==> src/rtl/wb4_cmd_master.sv <==
// Wishbone B4 classic initiator: converts a valid/ready command stream into
// single read/write bus cycles and returns data plus status on a valid/ready
// response stream. A per-cycle timeout aborts the cycle if the slave never
// terminates it.
`timescale 1ns/1ps
module wb4_cmd_master #(
    parameter int ADDR_WIDTH = 32,
    parameter int DATA_WIDTH = 32,
    parameter int TIMEOUT    = 255
) (
    input  logic                    clk,
    input  logic                    rst,
    input  logic                    cmd_valid,
    output logic                    cmd_ready,
    input  logic                    cmd_we,
    input  logic [ADDR_WIDTH-1:0]   cmd_addr,
    input  logic [DATA_WIDTH-1:0]   cmd_wdata,
    input  logic [DATA_WIDTH/8-1:0] cmd_sel,
    output logic                    rsp_valid,
    input  logic                    rsp_ready,
    output logic [DATA_WIDTH-1:0]   rsp_rdata,
    output logic [1:0]              rsp_status,
    output logic                    wb_cyc_o,
    output logic                    wb_stb_o,
    output logic                    wb_we_o,
    output logic [ADDR_WIDTH-1:0]   wb_adr_o,
    output logic [DATA_WIDTH-1:0]   wb_dat_o,
    output logic [DATA_WIDTH/8-1:0] wb_sel_o,
    input  logic [DATA_WIDTH-1:0]   wb_dat_i,
    input  logic                    wb_ack_i,
    input  logic                    wb_err_i
);

    localparam int SEL_WIDTH = DATA_WIDTH / 8;
    // Timer only needs to reach TIMEOUT-1; keep at least one bit when disabled.
    localparam int TW = (TIMEOUT > 1) ? $clog2(TIMEOUT + 1) : 1;

    localparam logic [1:0] ST_OK      = 2'b00;
    localparam logic [1:0] ST_BUS_ERR = 2'b01;
    localparam logic [1:0] ST_TIMEOUT = 2'b10;

    typedef enum logic [1:0] {
        S_IDLE,
        S_BUS,
        S_RESP
    } state_t;

    state_t                  state_q;
    logic                    cmd_ready_q;
    logic                    cyc_q;
    logic                    stb_q;
    logic                    we_q;
    logic [ADDR_WIDTH-1:0]   adr_q;
    logic [DATA_WIDTH-1:0]   dat_q;
    logic [SEL_WIDTH-1:0]    sel_q;
    logic                    rsp_valid_q;
    logic [DATA_WIDTH-1:0]   rdata_q;
    logic [1:0]              status_q;
    logic [TW-1:0]           timer_q;
    logic                    timeout_hit;

    // Last permitted STB cycle: the abort happens on the edge closing it, so
    // STB is high for exactly TIMEOUT cycles.
    assign timeout_hit = (TIMEOUT != 0) && (timer_q == TW'(TIMEOUT - 1));

    // Command/bus/response FSM; every output comes straight from a register.
    // NOTE: all state here uses non-blocking assignments so every register
    // samples the values from before the edge, independent of statement order.
    always_ff @(posedge clk or negedge rst) begin
        if (!rst) begin
            state_q     <= S_IDLE;
            cmd_ready_q <= 1'b0;
            cyc_q       <= 1'b0;
            stb_q       <= 1'b0;
            we_q        <= 1'b0;
            adr_q       <= '0;
            dat_q       <= '0;
            sel_q       <= '0;
            rsp_valid_q <= 1'b0;
            rdata_q     <= '0;
            status_q    <= ST_OK;
            timer_q     <= '0;
        end else begin
            case (state_q)
                S_IDLE: begin
                    cmd_ready_q <= 1'b1;
                    if (cmd_valid && cmd_ready_q) begin
                        we_q        <= cmd_we;
                        adr_q       <= cmd_addr;
                        dat_q       <= cmd_wdata;
                        sel_q       <= cmd_sel;
                        cyc_q       <= 1'b1;
                        stb_q       <= 1'b1;
                        cmd_ready_q <= 1'b0;
                        timer_q     <= '0;
                        state_q     <= S_BUS;
                    end
                end
                S_BUS: begin
                    if (stb_q) begin
                        if (wb_err_i || wb_ack_i || timeout_hit) begin
                            cyc_q       <= 1'b0;
                            stb_q       <= 1'b0;
                            rsp_valid_q <= 1'b1;
                            state_q     <= S_RESP;
                        end else if (TIMEOUT != 0) begin
                            timer_q <= timer_q + 1'b1;
                        end
                        // ERR outranks ACK when a slave raises both.
                        if (wb_err_i) begin
                            rdata_q  <= '0;
                            status_q <= ST_BUS_ERR;
                        end else if (wb_ack_i) begin
                            rdata_q  <= we_q ? '0 : wb_dat_i;
                            status_q <= ST_OK;
                        end else if (timeout_hit) begin
                            rdata_q  <= '0;
                            status_q <= ST_TIMEOUT;
                        end
                    end
                end
                S_RESP: begin
                    if (rsp_ready) begin
                        rsp_valid_q <= 1'b0;
                        cmd_ready_q <= 1'b1;
                        state_q     <= S_IDLE;
                    end
                end
                default: begin
                    state_q <= S_IDLE;
                end
            endcase
        end
    end

    assign cmd_ready  = cmd_ready_q;
    assign rsp_valid  = rsp_valid_q;
    assign rsp_rdata  = rdata_q;
    assign rsp_status = status_q;
    assign wb_cyc_o   = cyc_q;
    assign wb_stb_o   = stb_q;
    assign wb_we_o    = we_q;
    assign wb_adr_o   = adr_q;
    assign wb_dat_o   = dat_q;
    assign wb_sel_o   = sel_q;

endmodule

==> config.mk <==
export PLATFORM = sky130hd
export DESIGN_NAME = wb4_cmd_master
export DESIGN_NICKNAME = d
export VERILOG_FILES = /design/src/rtl/wb4_cmd_master.sv
export SDC_FILE = /design/constraint.sdc
export NUM_CORES = 1
export LEC_CHECK = 0
export ABC_CLOCK_PERIOD_IN_PS = 1800
export CAP_MARGIN = 15
export CORE_ASPECT_RATIO = 1.4
export CORE_UTILIZATION = 35
export CTS_CLUSTER_DIAMETER = 100
export DETAILED_ROUTE_END_ITERATION = 10
export GPL_TIMING_DRIVEN = 0
export PLACE_DENSITY = 0.78
export SETUP_SLACK_MARGIN = 0.15
export SLEW_MARGIN = 10
export SYNTH_ARGS = -nofsm -noshare
export SYNTH_HDL_FRONTEND = slang
export SYNTH_SLANG_ARGS = --single-unit
==> constraint.sdc <==
create_clock -name clk -period 1.8 [get_ports clk]
set_clock_uncertainty 0.15 [all_clocks]
set_input_delay 0.45 -clock clk [delete_from_list [all_inputs] [get_ports clk]]
set_output_delay 0.45 -clock clk [all_outputs]
set_load 0.005 [all_outputs]
### Yosys cells after proc, flatten, opt, wreduce, memory -nomap -nowiden

Index checks and enable logic that the tools add are counted.

* bits of input ports: 107
* register bits: 117

* equality and inequality tests: 8
* muxes and demuxes: 30
* reduce and logical (&&, ||, !) cells: 16
* add/subtract/negate cells: 1

Operator list (count)
* 32-bit two-way mux: 4
* 8-bit two-way mux: 3
* 8-bit one-hot mux with 2 select lines: 1
* 4-bit AND reduction: 4
* 2-bit two-way mux: 7
* 1-bit two-way mux: 10
* 2-bit inequality test (second input constant): 5
* 8-bit by 1-bit adder with 8-bit output (second input constant): 1
* 8-bit equality test (second input constant): 1
* 1-bit one-hot mux with 2 select lines: 4
* 2-bit one-hot mux with 3 select lines: 1
* 2-bit AND reduction: 3
* 2-bit nonzero test: 3
* 3-bit AND reduction: 1
* 3-bit nonzero test: 1
* 2-bit by 1-bit equality test with 1-bit output (second input constant): 1
* 2-bit equality test (second input constant): 1
* 2-bit logical NOT: 1
* 1-bit logical OR: 2
* 1-bit logical AND: 1

### Logic depth before layout (Yosys ltp)

* depth after elaboration: 5
* depth in mapped cells: 8

### Worst setup path after synthesis

No wires, ideal clock.

* path kind: reg2reg
* start: register timer_q[0]
* end: register status_q[0] (netlist: rsp_status[0])
* setup time: 0.125 ns
* arrival: 1.484 ns
* path buffers: 1
* stages on the path, launching flop included: 8
* setup slack: 0.041 ns
* required time: 1.525 ns
* clock period less this slack: 1.759 ns
* path through: dfrtp_1 > inv_1 > ha_1 > and3_1 > a21oi_2 > or2_1 > buf_6 > mux2_4

* longest elaborated chain between the ends: 3

RTL lines
* start: declaration: line 59 `logic [TW-1:0] timer_q;`
* start signal: assignment: line 107 `timer_q <= timer_q + 1'b1;`
* 8-bit equality test: line 64 `assign timeout_hit = (TIMEOUT != 0) && (timer_q == TW'(TIMEOUT - 1));`
* 3-bit nonzero test (no line)
* 3-bit AND reduction (no line)
* end signal: assignment: line 81 `status_q <= ST_OK;`
* end signal: assignment: line 112 `status_q <= ST_BUS_ERR;`
* end signal: assignment: line 115 `status_q <= ST_OK;`
* end: declaration: line 58 `logic [1:0] status_q;`

No other way between the ends.
A chain may end at the register's enable or synchronous reset.

### Worst setup path in the final report

Ends and elaborated chain as after synthesis.

==> impl_results.md <==
- Area Growth Syn to Fin: 79.1%
- CP startpoint: timer_q[0]
- Final setup fails: 1
- Setup crit start kind: register
- Total leakage power: 4.05 nW
- Violated checks: setup timing
- Nets: 894
- Syn Nets: 622
- R2R depth: 7
- Fin. Hold Viols: 0
- First drt pass iteration count: 4
- Max cap viols: 0
- CP endpoint kind: register
- Net Sw Frac: 0.317
- Syn avg cell area: 9.24 um2
- Hold path depth: 2
- Vias: 4660
- GP Congestion: 0.762
- Post-layout min period: 1.85 ns
- Setup ws final: -0.0490 ns
- Vias in the first global route: 4846
- Vias per cell: 4.77
- Hpwl dp: 10100 um
- Placed instance area: 0.00713 mm2
- Final period utilization: 1.03
- Logic pwr share: 0.398
- Final instance area: 0.00849 mm2
- Clock latency on the worst-skew pair: 0.40 ns
- H-tree Lvls: 4
- # fillers: 1013
- CP endpoint: rsp_status[0]
- CTS Buf Count: 17
- VDD IR-drop max: 0.930 mV
- ANT cells: 0
- Pwr per Cell Area: 1660 mW/mm2
- Int Pwr: 9.61 mW
- I/O pin count: 214
- Dpl ws: -0.730 ns
- Number of flops mapped to enable cells by yosys: 0
- Total Wirelength: 14800 um
- Synthesized area: 0.00474 mm2
- Clock share of power: 0.281
- Chip width: 100 um
- Outcome: finished, violations left
- Sequential share of power: 0.321
- Initial antenna violation count: 0
- CP max FO: 7
- Critical path arrival: 1.99 ns
- Sw Pwr: 4.47 mW
- CTS Root Cell: clkbuf_16
- Max Root-Sink Buffers: 2
- Largest net degree at the start of global routing: 70
- CTS tree: done
- Port buffer count: 213
- First DRT Iteration DRCs: 87
- First-pass GRT wire length: 23700 um
- Worst-margin pin slew: 0.467 ns
- TritonCTS sink count: 117
- Maximum clock frequency: 0.541 GHz
- Initial Util: 0.365
- Wirelength per Cell: 15.1 um
- Clock-pin slew on the worst setup and hold paths: 0.05 ns
- Share of cells above drive strength 1: 0.221
- GR Overflow Total: 0
- Top_reg_cell synth: dfrtp_1
- DIE AREA: 0.0140 mm2
- Post-route ant nets: 0
- Worst R2R Setup Slack: -0.05 ns
- Slew Limit Headroom: 0.689
- Critical R2R Launch: timer_q[0]
- Row cnt: 49
- Mapped Cells: 513
- #FFs+latches synth: 117
- Sequential area share after synthesis: 0.618
- Total core area: 0.0130 mm2
- Path type of the worst setup path: register to register
- Final slew viol count: 0
- Total GRT Usage: 0.218
- Die height: 140 um
- Total power: 14.1 mW
- Unrepaired setup endpoints after global routing: yes
- Worst path required time: 1.94 ns
- Yosys warnings: 0
- R2r endpoint: rsp_status[0]
- DRC violations left: 0
- Async SR Flop Fraction: 1.00
- Hold Path Class: register to register
- Netlist cell types: 38
[Yosys cell counts, types with 3 or more instances]
cell | number | area [um2]
dfrtp_1 | 117 | 2930
a31oi_1 | 4 | 25.0
a21oi_1 | 4 | 20.0
nor2_1 | 4 | 15.0
clkbuf_1 | 22 | 82.6
nand2_1 | 245 | 920
inv_1 | 4 | 15.0
nand3_1 | 6 | 30.0
o21ai_2 | 10 | 87.6
buf_6 | 4 | 45.0
o21ai_0 | 38 | 190
and3_1 | 3 | 18.8
o21ai_1 | 19 | 95.1
nand2b_1 | 3 | 18.8
[stage by stage]
stage                     hold WS (ns)  instances  setup TNS (ns)  utilization
after detailed placement         0.267        905          -75.06        0.549
after CTS                        0.321        966         -0.0464        0.644
after global placement           0.307        904         -567.73        0.547
after floorplan                0.00441        513               0            -
after global routing             0.344        976          -0.518        0.653
final                            0.320        976         -0.0490        0.653
[cell families after synthesis]
logic type / Yosys count / share of synthesized area
fa+ha+maj: 2 / 0.00528
buf+inv: 34 / 0.0341
flops: 117 / 0.618
simple gates: 270 / 0.226
mux: 1 / 0.00317
xor+xnor: 1 / 0.00185
compound gates: 88 / 0.112
[timing repair]
action / in CTS / in global routing
setup endpoints to repair: 224 / 118
hold buffers: 1 / 0
resized for setup: 302 / 71
buffers inserted: 21 / 11
pin swaps: 24 / 28
gates cloned: 7 / 0
hold endpoints to repair: 48 / 0
[routing by layer]
layer	part of all wire	routed length, um	vias to the layer above	GRT usage
met5	0	0	-	0
met1	0.36	5350	2251	0.232
met2	0.56	8210	174	0.398
met4	0.026	380	0	0.0877
li1	-	-	2200	-
met3	0.057	849	35	0.0598
[area by class of cell]
type | instances | area [um2] | area share
tap | 178 | 223 | 0.0262
clock buffer | 21 | 480 | 0.0566
buffer | 29 | 274 | 0.0323
multi-input combinational | 362 | 1880 | 0.222
inverter | 4 | 15.0 | 0.00177
sequential | 117 | 2930 | 0.345
clock inverter | 11 | 220 | 0.0259
timing repair buffer | 254 | 2460 | 0.290
[cell usage in the layout, fill, tap and decap left out, types with 4 or more instances in the layout]
cell type	count
nand3_1	6
clkbuf_8	7
bufinv_16	6
clkdlybuf4s15_1	90
clkbuf_16	19
dfrtp_1	115
o21ai_1	13
clkdlybuf4s50_1	103
clkbuf_2	26
buf_16	4
buf_6	7
a31oi_1	4
buf_4	35
nand2_1	244
o21ai_2	35
o21ai_0	16
[sequential cells by signal, indices dropped and copies added, names as in the netlist]
register / count
rsp_rdata: 32
wb_adr_o: 32
wb_dat_o: 32
timer_q: 8
wb_sel_o: 4
rsp_status: 2
state_q: 2
cmd_ready: 1
rsp_valid: 1
wb_cyc_o: 1
wb_stb_o: 1
wb_we_o: 1
[power by group through the flow]
stage                     logic, mW  clock network (mW)  registers (mW)
after floorplan                1.83                   0            4.56
after global placement         4.94                   0            4.46
after detailed placement       5.10                   0            4.54
after CTS                      5.38                4.02            4.51
after global routing           6.12                4.17            4.66
final                          5.61                3.95            4.52
[worst max-delay path, cell delays in order (launching register included)]
cell,delay (ns)
dfrtp_1,0.39
inv_2,0.08
ha_4,0.11
and3_4,0.21
a21oi_4,0.07
or2_4,0.27
buf_12,0.16
mux2_4,0.29
[worst min-delay path by stage]
stage | start | endpoint | slack (ns)
2_1_floorplan | rst | cmd_ready | 0.004
3_3_place_gp | wb_dat_o[9] | wb_dat_o[9] | 0.31
3_5_place_dp | rst | rsp_rdata[10] | 0.27
4_1_cts | wb_dat_o[20] | wb_dat_o[20] | 0.32
5_1_grt | wb_dat_o[26] | wb_dat_o[26] | 0.34
6_report | wb_dat_o[0] | wb_dat_o[0] | 0.32
No activity file was read; power rests on OpenSTA's default activity.
